## src/rtl/soc_vga_pkg.sv

```systemverilog
// Shared definitions for the SoC VGA path: fetch FSM states, RGB332 field
// widths and the default 640x480 frame geometry.
package soc_vga_pkg;

    typedef enum logic [1:0] {
        FETCH_IDLE  = 2'd0,
        FETCH_REQ   = 2'd1,
        FETCH_DRAIN = 2'd2
    } fetch_state_e;

    localparam int RGB332_R_W = 3;
    localparam int RGB332_G_W = 3;
    localparam int RGB332_B_W = 2;
    localparam int PIXEL_W    = RGB332_R_W + RGB332_G_W + RGB332_B_W;

    localparam int H_ACTIVE             = 640;
    localparam int V_ACTIVE             = 480;
    localparam int FRAME_PIXELS_DEFAULT = H_ACTIVE * V_ACTIVE;

    localparam logic [31:0] FB_BASE_DEFAULT = 32'h0001_0000;

endpackage

```

## src/rtl/soc_vga_fetch_fifo.sv

```systemverilog
// Word FIFO for the framebuffer prefetch: push, pop, flush, occupancy count
// and a combinational head word. Flush wins over a simultaneous push.
module soc_vga_fetch_fifo
    import soc_vga_pkg::*;
#(
    parameter int DEPTH = 8,
    parameter int WIDTH = 32
) (
    input  logic                     clk,
    input  logic                     res,
    input  logic                     push,
    input  logic                     pop,
    input  logic                     flush,
    input  logic [WIDTH-1:0]         wdata,
    output logic [WIDTH-1:0]         head,
    output logic [$clog2(DEPTH):0]   count,
    output logic                     empty
);

    localparam int AW = $clog2(DEPTH);
    localparam logic [AW-1:0] PTR_ONE = AW'(1);
    localparam logic [AW:0]   CNT_ONE = (AW + 1)'(1);
    localparam logic [AW:0]   DEPTH_C = (AW + 1)'(DEPTH);

    logic [WIDTH-1:0] mem_q [DEPTH];
    logic [AW-1:0]    wr_q, wr_d;
    logic [AW-1:0]    rd_q, rd_d;
    logic [AW:0]      count_q, count_d;
    logic             do_push;
    logic             do_pop;
    logic             full;

    assign empty = (count_q == '0);
    assign full  = (count_q == DEPTH_C);
    assign count = count_q;
    assign head  = mem_q[rd_q];

    always_comb begin
        do_pop  = pop && !empty;
        do_push = push && (!full || do_pop) && !flush;
        wr_d    = wr_q;
        rd_d    = rd_q;
        count_d = count_q;
        if (flush) begin
            wr_d    = '0;
            rd_d    = '0;
            count_d = '0;
        end else begin
            if (do_push) wr_d = wr_q + PTR_ONE;
            if (do_pop)  rd_d = rd_q + PTR_ONE;
            case ({do_push, do_pop})
                2'b10:   count_d = count_q + CNT_ONE;
                2'b01:   count_d = count_q - CNT_ONE;
                default: count_d = count_q;
            endcase
        end
    end

    always_ff @(posedge clk or posedge res) begin
        if (res) begin
            wr_q    <= '0;
            rd_q    <= '0;
            count_q <= '0;
        end else begin
            wr_q    <= wr_d;
            rd_q    <= rd_d;
            count_q <= count_d;
        end
    end

    // Storage carries no reset; occupancy alone decides what is valid.
    always_ff @(posedge clk) begin
        if (do_push) mem_q[wr_q] <= wdata;
    end

endmodule

```

## src/rtl/soc_vga_fetch.sv

```systemverilog
// Framebuffer prefetch for the VGA controller: single-outstanding word reads
// into a FIFO, one RGB332 pixel served per cycle. SOC_VGA_FETCH_UNDERRUN_CNT_EN
// adds a saturating underrun_count output.
module soc_vga_fetch
    import soc_vga_pkg::*;
#(
    parameter logic [31:0] FB_BASE      = FB_BASE_DEFAULT,
    parameter int          FRAME_PIXELS = FRAME_PIXELS_DEFAULT,
    parameter int          FIFO_DEPTH   = 8
) (
    input  logic        clk,
    input  logic        res,
    input  logic [31:0] pixel_address,
    output logic [7:0]  pixel_data,
    output logic        mem_req,
    output logic [31:0] mem_addr,
    input  logic        mem_ack,
    input  logic [31:0] mem_rdata,
    output logic        underrun
`ifdef SOC_VGA_FETCH_UNDERRUN_CNT_EN
    , output logic [15:0] underrun_count
`endif
);

    localparam int          AW      = $clog2(FIFO_DEPTH);
    localparam logic [AW:0] DEPTH_C = (AW + 1)'(FIFO_DEPTH);
    localparam logic [31:0] FB_LAST = FB_BASE + 32'(FRAME_PIXELS) - 32'd4;

    fetch_state_e state_q, state_d;
    logic         mem_req_q, mem_req_d;
    logic [31:0]  mem_addr_q, mem_addr_d;
    logic [31:0]  fetch_ptr_q, fetch_ptr_d;
    logic         underrun_q, underrun_d;
    logic [31:0]  prev_addr_q, prev_addr_d;

    logic [31:0]  fifo_head;
    logic [AW:0]  fifo_count;
    logic         fifo_empty;
    logic [AW:0]  free_slots;
    logic         frame_bnd;
    logic         flush;
    logic         pop_req;
    logic         push;
    logic         underrun_evt;
    logic [31:0]  ptr_next;

    soc_vga_fetch_fifo #(
        .DEPTH (FIFO_DEPTH),
        .WIDTH (32)
    ) u_fifo (
        .clk   (clk),
        .res   (res),
        .push  (push),
        .pop   (pop_req),
        .flush (flush),
        .wdata (mem_rdata),
        .head  (fifo_head),
        .count (fifo_count),
        .empty (fifo_empty)
    );

    assign mem_req  = mem_req_q;
    assign mem_addr = mem_addr_q;
    assign underrun = underrun_q;

    always_comb begin
        pixel_data = 8'h00;
        if (!fifo_empty) pixel_data = fifo_head[{pixel_address[1:0], 3'b000} +: 8];
    end

    always_comb begin
        frame_bnd    = (pixel_address == 32'd0) && (prev_addr_q != 32'd0);
        flush        = frame_bnd && underrun_q;
        // Only a consecutive step onto a word boundary consumes a word.
        pop_req      = (pixel_address == prev_addr_q + 32'd1) && (pixel_address[1:0] == 2'b00);
        underrun_evt = pop_req && fifo_empty;
        push         = (state_q == FETCH_REQ) && mem_ack;
        free_slots   = DEPTH_C - fifo_count - {{AW{1'b0}}, (state_q == FETCH_REQ)};
        ptr_next     = (fetch_ptr_q == FB_LAST) ? FB_BASE : fetch_ptr_q + 32'd4;

        state_d      = state_q;
        mem_req_d    = mem_req_q;
        mem_addr_d   = mem_addr_q;
        fetch_ptr_d  = fetch_ptr_q;
        prev_addr_d  = pixel_address;

        case (state_q)
            FETCH_IDLE: begin
                if (free_slots != '0 && !flush) begin
                    state_d    = FETCH_REQ;
                    mem_req_d  = 1'b1;
                    mem_addr_d = fetch_ptr_q;
                end
            end
            FETCH_REQ: begin
                // An ack arriving with the flush completes the request; its data is dropped.
                if (mem_ack) begin
                    state_d     = FETCH_IDLE;
                    mem_req_d   = 1'b0;
                    fetch_ptr_d = ptr_next;
                end else if (flush) begin
                    state_d = FETCH_DRAIN;
                end
            end
            FETCH_DRAIN: begin
                if (mem_ack) begin
                    state_d   = FETCH_IDLE;
                    mem_req_d = 1'b0;
                end
            end
            default: begin
                state_d   = FETCH_IDLE;
                mem_req_d = 1'b0;
            end
        endcase

        if (flush) fetch_ptr_d = FB_BASE;

        underrun_d = underrun_q || underrun_evt;
        if (frame_bnd) underrun_d = 1'b0;
    end

    always_ff @(posedge clk or posedge res) begin
        if (res) begin
            state_q     <= FETCH_IDLE;
            mem_req_q   <= 1'b0;
            mem_addr_q  <= FB_BASE;
            fetch_ptr_q <= FB_BASE;
            underrun_q  <= 1'b0;
            prev_addr_q <= 32'd0;
        end else begin
            state_q     <= state_d;
            mem_req_q   <= mem_req_d;
            mem_addr_q  <= mem_addr_d;
            fetch_ptr_q <= fetch_ptr_d;
            underrun_q  <= underrun_d;
            prev_addr_q <= prev_addr_d;
        end
    end

`ifdef SOC_VGA_FETCH_UNDERRUN_CNT_EN
    logic [15:0] underrun_count_q, underrun_count_d;

    assign underrun_count = underrun_count_q;

    always_comb begin
        underrun_count_d = underrun_count_q;
        if (underrun_evt && underrun_count_q != 16'hFFFF) underrun_count_d = underrun_count_q + 16'd1;
    end

    always_ff @(posedge clk or posedge res) begin
        if (res) underrun_count_q <= 16'd0;
        else     underrun_count_q <= underrun_count_d;
    end
`endif

endmodule

```

## config.mk

```make
export PLATFORM = sky130hd
export DESIGN_NAME = soc_vga_fetch
export DESIGN_NICKNAME = d
export VERILOG_FILES = /design/src/rtl/soc_vga_pkg.sv /design/src/rtl/soc_vga_fetch_fifo.sv /design/src/rtl/soc_vga_fetch.sv
export SDC_FILE = /design/constraint.sdc
export NUM_CORES = 1
export LEC_CHECK = 0
export ABC_AREA = 0
export ABC_CLOCK_PERIOD_IN_PS = 8280
export BUFFER_PORTS_ARGS = -buffer_cell sky130_fd_sc_hd__buf_2
export CORE_ASPECT_RATIO = 1.5
export CORE_UTILIZATION = 35
export CTS_CLUSTER_DIAMETER = 80
export DETAILED_ROUTE_END_ITERATION = 8
export PLACE_DENSITY = 0.48
export SYNTH_ARGS = -nofsm -noshare
export SYNTH_HDL_FRONTEND = slang
export SYNTH_HIERARCHICAL = 1
export SYNTH_SLANG_ARGS = --single-unit
export TNS_END_PERCENT = 1
```

## constraint.sdc

```tcl
create_clock -name clk -period 8.28 [get_ports clk]
set_input_delay 1.656 -clock clk [delete_from_list [all_inputs] [get_ports clk]]
set_output_delay 1.656 -clock clk [all_outputs]
set_load 0.1 [all_outputs]
```

Yosys cells after proc, flatten, opt, wreduce, memory -nomap -nowiden
Memories as Yosys holds them, arrays and structs flattened.
Cells that the tools add are included.
Storage, ports and cells
  bits of input ports: 67
  RAM bits: 256
  word-level logic and storage cells: 82
  output and inout bits: 42
  memories kept: 1
  register bits after elaboration: 110
Memories
  u_fifo.mem_q: depth 8, width 32, rd ports 1, clocked after memory_dff 0, write ports 1, line soc_vga_fetch_fifo.sv:25  | logic [WIDTH-1:0] mem_q [DEPTH];
Cells by class
  eq/ne operators: 11
  reduce and logical (&&, ||, !) cells: 30
  shifts and indexed selects: 1
  $add $sub $neg: 8
  muxes and demuxes: 22
Operators by type and width (number)
  $mux 32: 4
  $add 32x1->32 const B: 1
  $add 32x3->32 const B: 1
  $eq 32x19->1 const B: 1
  $eq 32x32->1: 1
  $logic_not 32->1: 1
  $reduce_bool 32->1: 1
  $shiftx 32x6->8: 1
  $mux 3: 4
  $logic_and 1x1->1: 9
  $mux 2: 4
  $mux 8: 1
  $pmux 4 s2: 1
  $reduce_bool 2->1: 4
  $add 3x1->3 const B: 2
  $pmux 2 s3: 1
  $reduce_and 2->1: 3
  $mux 1: 5
  $add 4x1->4 const B: 1
  $eq 2x1->1 const B: 2
  $eq 2x2->1 const B: 2
  $eq 4x4->1 const B: 1
  $logic_not 2->1: 2
  $logic_not 4->1: 1
  14 further kinds: 18

Longest topological paths before layout
  depth in word-level cells: 10
  mapped depth: 19
  depth with buffers taken out: 17

Cells and area by module
The synthesis kept the hierarchy.
Modules (own cells, without submodules)
  soc_vga_fetch_fifo: seq. area each 7937.6 sq um, cells each 444, times used 1, area each 10268.6 sq um
  soc_vga_fetch: seq. area each 2404.8 sq um, cells each 553, times used 1, area each 5501.5 sq um

Worst setup path before layout
No wires, ideal clock.
  path type: in2reg
  from: input pixel_address[0]
  to: memory u_fifo.mem_q[0][0] (enable)
  path buffers: 1
  stages on the path: 11
  setup slack: 0.661 ns
  arrival: 7.117 ns
  data required time: 7.779 ns
  path through: buf_2 > nor4_1 > nand4_1 > nand4b_1 > nor4b_1 > nand3_1 > nor4_1 > nand2b_1 > o21ai_4 > or2_2 > nor4_1
Between the ends
  longest elaborated chain between the ends: 8
  elaborated cells between the ends (all ways): 13
RTL lines
  start, declared: line soc_vga_fetch.sv:13  | input logic [31:0] pixel_address,
  $eq 32x32->1 / $logic_not 2->1 (equally long branches): line soc_vga_fetch.sv:75  | pop_req = (pixel_address == prev_addr_q + 32'd1) && (pixel_address[1:0] == 2'b00);
  $logic_and 1x1->1 *: line soc_vga_fetch.sv:75
  named net pop_req: line soc_vga_fetch.sv:42  | logic pop_req;
  $logic_and 1x1->1 *: line soc_vga_fetch_fifo.sv:39  | do_pop = pop && !empty;
  $logic_or 1x1->1 *: line soc_vga_fetch_fifo.sv:40  | do_push = push && (!full || do_pop) && !flush;
  $logic_and 1x1->1 * (2 in a row): line soc_vga_fetch_fifo.sv:40
  $mux 1 *: line soc_vga_fetch_fifo.sv:73  | if (do_push) mem_q[wr_q] <= wdata;
  $mux 1 (not written as such) *: line soc_vga_fetch_fifo.sv:73
  end, declared: line soc_vga_fetch_fifo.sv:25
Mark *: on every way through the listed nets, which the timed path passes. The rest lies on a longest branch.

Worst setup path after layout
  from: register u_fifo.rd_q[0]
  to: output pixel_data[5]
Between the ends
  longest elaborated chain between the ends: 3
RTL lines
  start, declared: line soc_vga_fetch_fifo.sv:27  | logic [AW-1:0] rd_q, rd_d;
  start signal, assigned: line soc_vga_fetch_fifo.sv:66  | rd_q <= rd_d;
  $mem_v2 8x32
  named net fifo_head[13]: line soc_vga_fetch.sv:36  | logic [31:0] fifo_head;
  $shiftx 32x6->8: line soc_vga_fetch.sv:68  | if (!fifo_empty) pixel_data = fifo_head[{pixel_address[1:0], 3'b000} +: 8];
  $mux 8: line soc_vga_fetch.sv:68
  end, declared: line soc_vga_fetch.sv:14  | output logic [7:0] pixel_data,
The timed path passes the listed nets, and every way through them passes these cells.

==> impl_metrics.env <==
export IMPL_synth_common_cells="edfxtp_1, dfrtp_1, mux4_2"
export IMPL_timing_hold_violations_final=0
export IMPL_drt_iter0_drc=496
export IMPL_setup_tns_ns=0
export IMPL_path_clk_slew_ns=0.06
export IMPL_relSlewSlack=0.276
export IMPL_synth_area_mm2=0.0158
export IMPL_die_y_um=262
export IMPL_routed_via_density=5.21
export IMPL_diodes=0
export IMPL_critPathRequiredTime_ns=6.62
export IMPL_place_hpwl_mm=23.0
export IMPL_synth_avg_cell_area_um2=15.8
export IMPL_grt_overflow_total=0
export IMPL_fin_cells=1722
export IMPL_row_count=94
export IMPL_drive_gt1_frac=0.291
export IMPL_async_reset_ff_frac=0.293
export IMPL_register_area_mm2=0.0103
export IMPL_drc=0
export IMPL_wirelength_mm=36.3
export IMPL_final_setup_skew_ns=0.0148
export IMPL_cts_tree="yes"
export IMPL_worstPathArrival_ns=4.04
export IMPL_powerDensity_mw_per_mm2=267
export IMPL_hold_path_class="reg2reg"
export IMPL_worst_pin_slew_ns=1.08
export IMPL_setup_viol=0
export IMPL_grt_max_degree=54
export IMPL_wl_per_cell_um=21.1
export IMPL_r2r_cells=12
export IMPL_outcome="finished, final reports clean"
export IMPL_hold_depth=2
export IMPL_synth_distinct_cells=73
export IMPL_clock_sinks=362
export IMPL_dr_max_layer_used="met5"
export IMPL_ir_drop_v=0.000173
export IMPL_cp_common_cell="mux4_2"
export IMPL_ant_nets=0
export IMPL_grt_use_total=0.162
export IMPL_route_met2_wl_mm=19.9
export IMPL_num_vias=8975
export IMPL_finalMaxSlewViolations=0
export IMPL_place_congestion=0.821
export IMPL_synth_edff_count=256
export IMPL_path_max_fanout=48
export IMPL_first_pass_iters=4
export IMPL_multi_input_area_mm2=0.00519
export IMPL_nNetsFinal=1197
export IMPL_synth_top_area_share=0.487
export IMPL_antenna_found_initial=5
export IMPL_slowest_stage="dfrtp_4"
export IMPL_dieArea_mm2=0.0459
export IMPL_hold_buffers=0
export IMPL_grt_first_pass_wirelength_mm=56.2
export IMPL_area_delta_synth_final_pct=15.4
export IMPL_clk_latency_ns=0.53
export IMPL_cp_cell_sequence="buf_4 > mux4_2 > mux2_2 > mux4_2 > nor2b_1 > buf_2"
export IMPL_synth_top_cell_by_area="edfxtp_1"
export IMPL_ys_flop_type="edfxtp_1"
export IMPL_grt_pass1_vias=9373
export IMPL_cts_htree_levels=2
export IMPL_min_period_ns=5.69
export IMPL_wl_met1_mm=14.1
export IMPL_fillCellCount=4030
export IMPL_critPathLaunchType="flop"
export IMPL_fin_crit_sh=0.687
export IMPL_grt_setup_unrepaired="no"
export IMPL_max_freq_ghz=0.176
export IMPL_dp_cells=1651
export IMPL_yosys_register_bits=362
export IMPL_power_total_mw=4.87
export IMPL_postCtsSetupBuffers=0
export IMPL_synth_most_common_cell="edfxtp_1"
export IMPL_drv_cap=0
export IMPL_p_leak_nw=6.45
export IMPL_cts_buffers=39
export IMPL_core_mm2=0.0441
export IMPL_met3_length_mm=1.38
export IMPL_portBuffers=106
export IMPL_synthTopCellsByArea="edfxtp_1, dfrtp_1, mux4_2"
export IMPL_postCtsResizedCells=0
export IMPL_fp_dieW_um=175
export IMPL_max_stage_delay_ns=1.09
export IMPL_io_pins=109
export IMPL_critical_path_class="reg2out"
export IMPL_initial_core_util=0.358
export IMPL_cts_buffer_depth=3
export IMPL_synth_cells=997
export IMPL_cp_end_kind="output pin"
export IMPL_root_buffer="clkbuf_16"
export IMPL_yosysWarnings=6
export IMPL_seq_area_frac_synth=0.656
cell usage in the layout (no fill, tap or decap), types with 5 or more instances in the layout:
master	netlist	layout
ha_1	13	13
o31ai_1	6	6
nor3_1	15	15
nor4b_1	8	8
and3_1	12	12
xor2_1	14	14
or3_1	11	11
nand3_1	23	23
a31oi_1	5	5
o21ai_0	28	28
clkinv_1	0	7
clkinv_2	0	9
clkbuf_16	0	41
inv_1	25	24
buf_2	15	106
nor2_1	62	56
mux2i_1	6	6
nand2_1	41	41
dfrtp_1	104	102
mux4_2	72	72
buf_4	2	15
nor4_1	27	25
nor2b_1	16	16
nor2_4	0	6
nand4_1	18	18
and4_1	6	6
mux2_2	58	58
xnor2_1	38	38
a21oi_1	15	15
edfxtp_1	256	256
clkbuf_1	23	10
stage by stage:
step / worst slack, ns / hold WS (ns) / utilization / instance area (µm²)
6_report: 2.59 / 0.474 / 0.413 / 18200
5_1_grt: 2.30 / 0.494 / 0.413 / 18200
4_1_cts: 2.40 / 0.480 / 0.413 / 18200
3_5_place_dp: 2.54 / 0.466 / 0.386 / 17000
3_3_place_gp: 2.60 / 0.461 / 0.386 / 17000
2_1_floorplan: 0.661 / 0.477 / - / 15800
cell families after synthesis:
logic type / share of synthesized area
xor+xnor: 0.0303
other cells: 0.000238
simple gates: 0.0924
buf+inv: 0.0186
fa+ha+maj: 0.0116
mux: 0.149
compound gates: 0.0423
flops: 0.656
layout make-up:
class | count | share of cell area
flip-flops and latches | 362 | 0.568
multi-input cells | 567 | 0.285
clock buffers | 53 | 0.0599
well taps | 576 | 0.0396
repair buffers | 121 | 0.0353
clock inverters | 18 | 0.00598
inverters | 25 | 0.00529
path summary, 6_finish.rpt:
path	to	startpoint	slack (ns)
setup / recovery	pixel_data[5]	u_fifo/rd_q[0]	2.59
hold / removal	mem_addr[24]	mem_addr[24]	0.47
setup reg to reg	u_fifo/mem_q[0][5]	prev_addr_q[6]	3.23
hold reg to reg	mem_addr[24]	mem_addr[24]	0.47
max in group asynchronous	fetch_ptr_q[16]	res	5.98
min in group asynchronous	u_fifo/wr_q[2]	res	1.16
power by group:
group	switching [mW]	total (mW)	leakage (nW)	internal, mW
Combinational	0.674	0.960	2.22	0.286
Sequential	0.116	2.25	3.63	2.14
Clock	0.701	1.65	0.592	0.953
state kept, by name (all words and copies together), names as in the netlist:
name / count
u_fifo/mem_q: 256
prev_addr_q: 32
fetch_ptr_q: 30
mem_addr: 30
u_fifo/count: 4
u_fifo/rd_q: 3
u_fifo/wr_q: 3
state_q: 2
mem_req: 1
underrun: 1
routing by layer:
metal | track usage | vias to the layer above
met5 | 0 | -
met4 | 0.0473 | 8
met3 | 0.0297 | 71
met2 | 0.308 | 155
met1 | 0.184 | 4608
li1 | - | 4133
critical path, delay by kind of cell (launching register included):
family | cells | cell delay (ns)
muxes | 3 | 1.31
DFF | 1 | 1.09
and+or+nand+nor | 1 | 0.18
buffers and inverters | 2 | 0.89
Power figures use the tool's default switching activity.
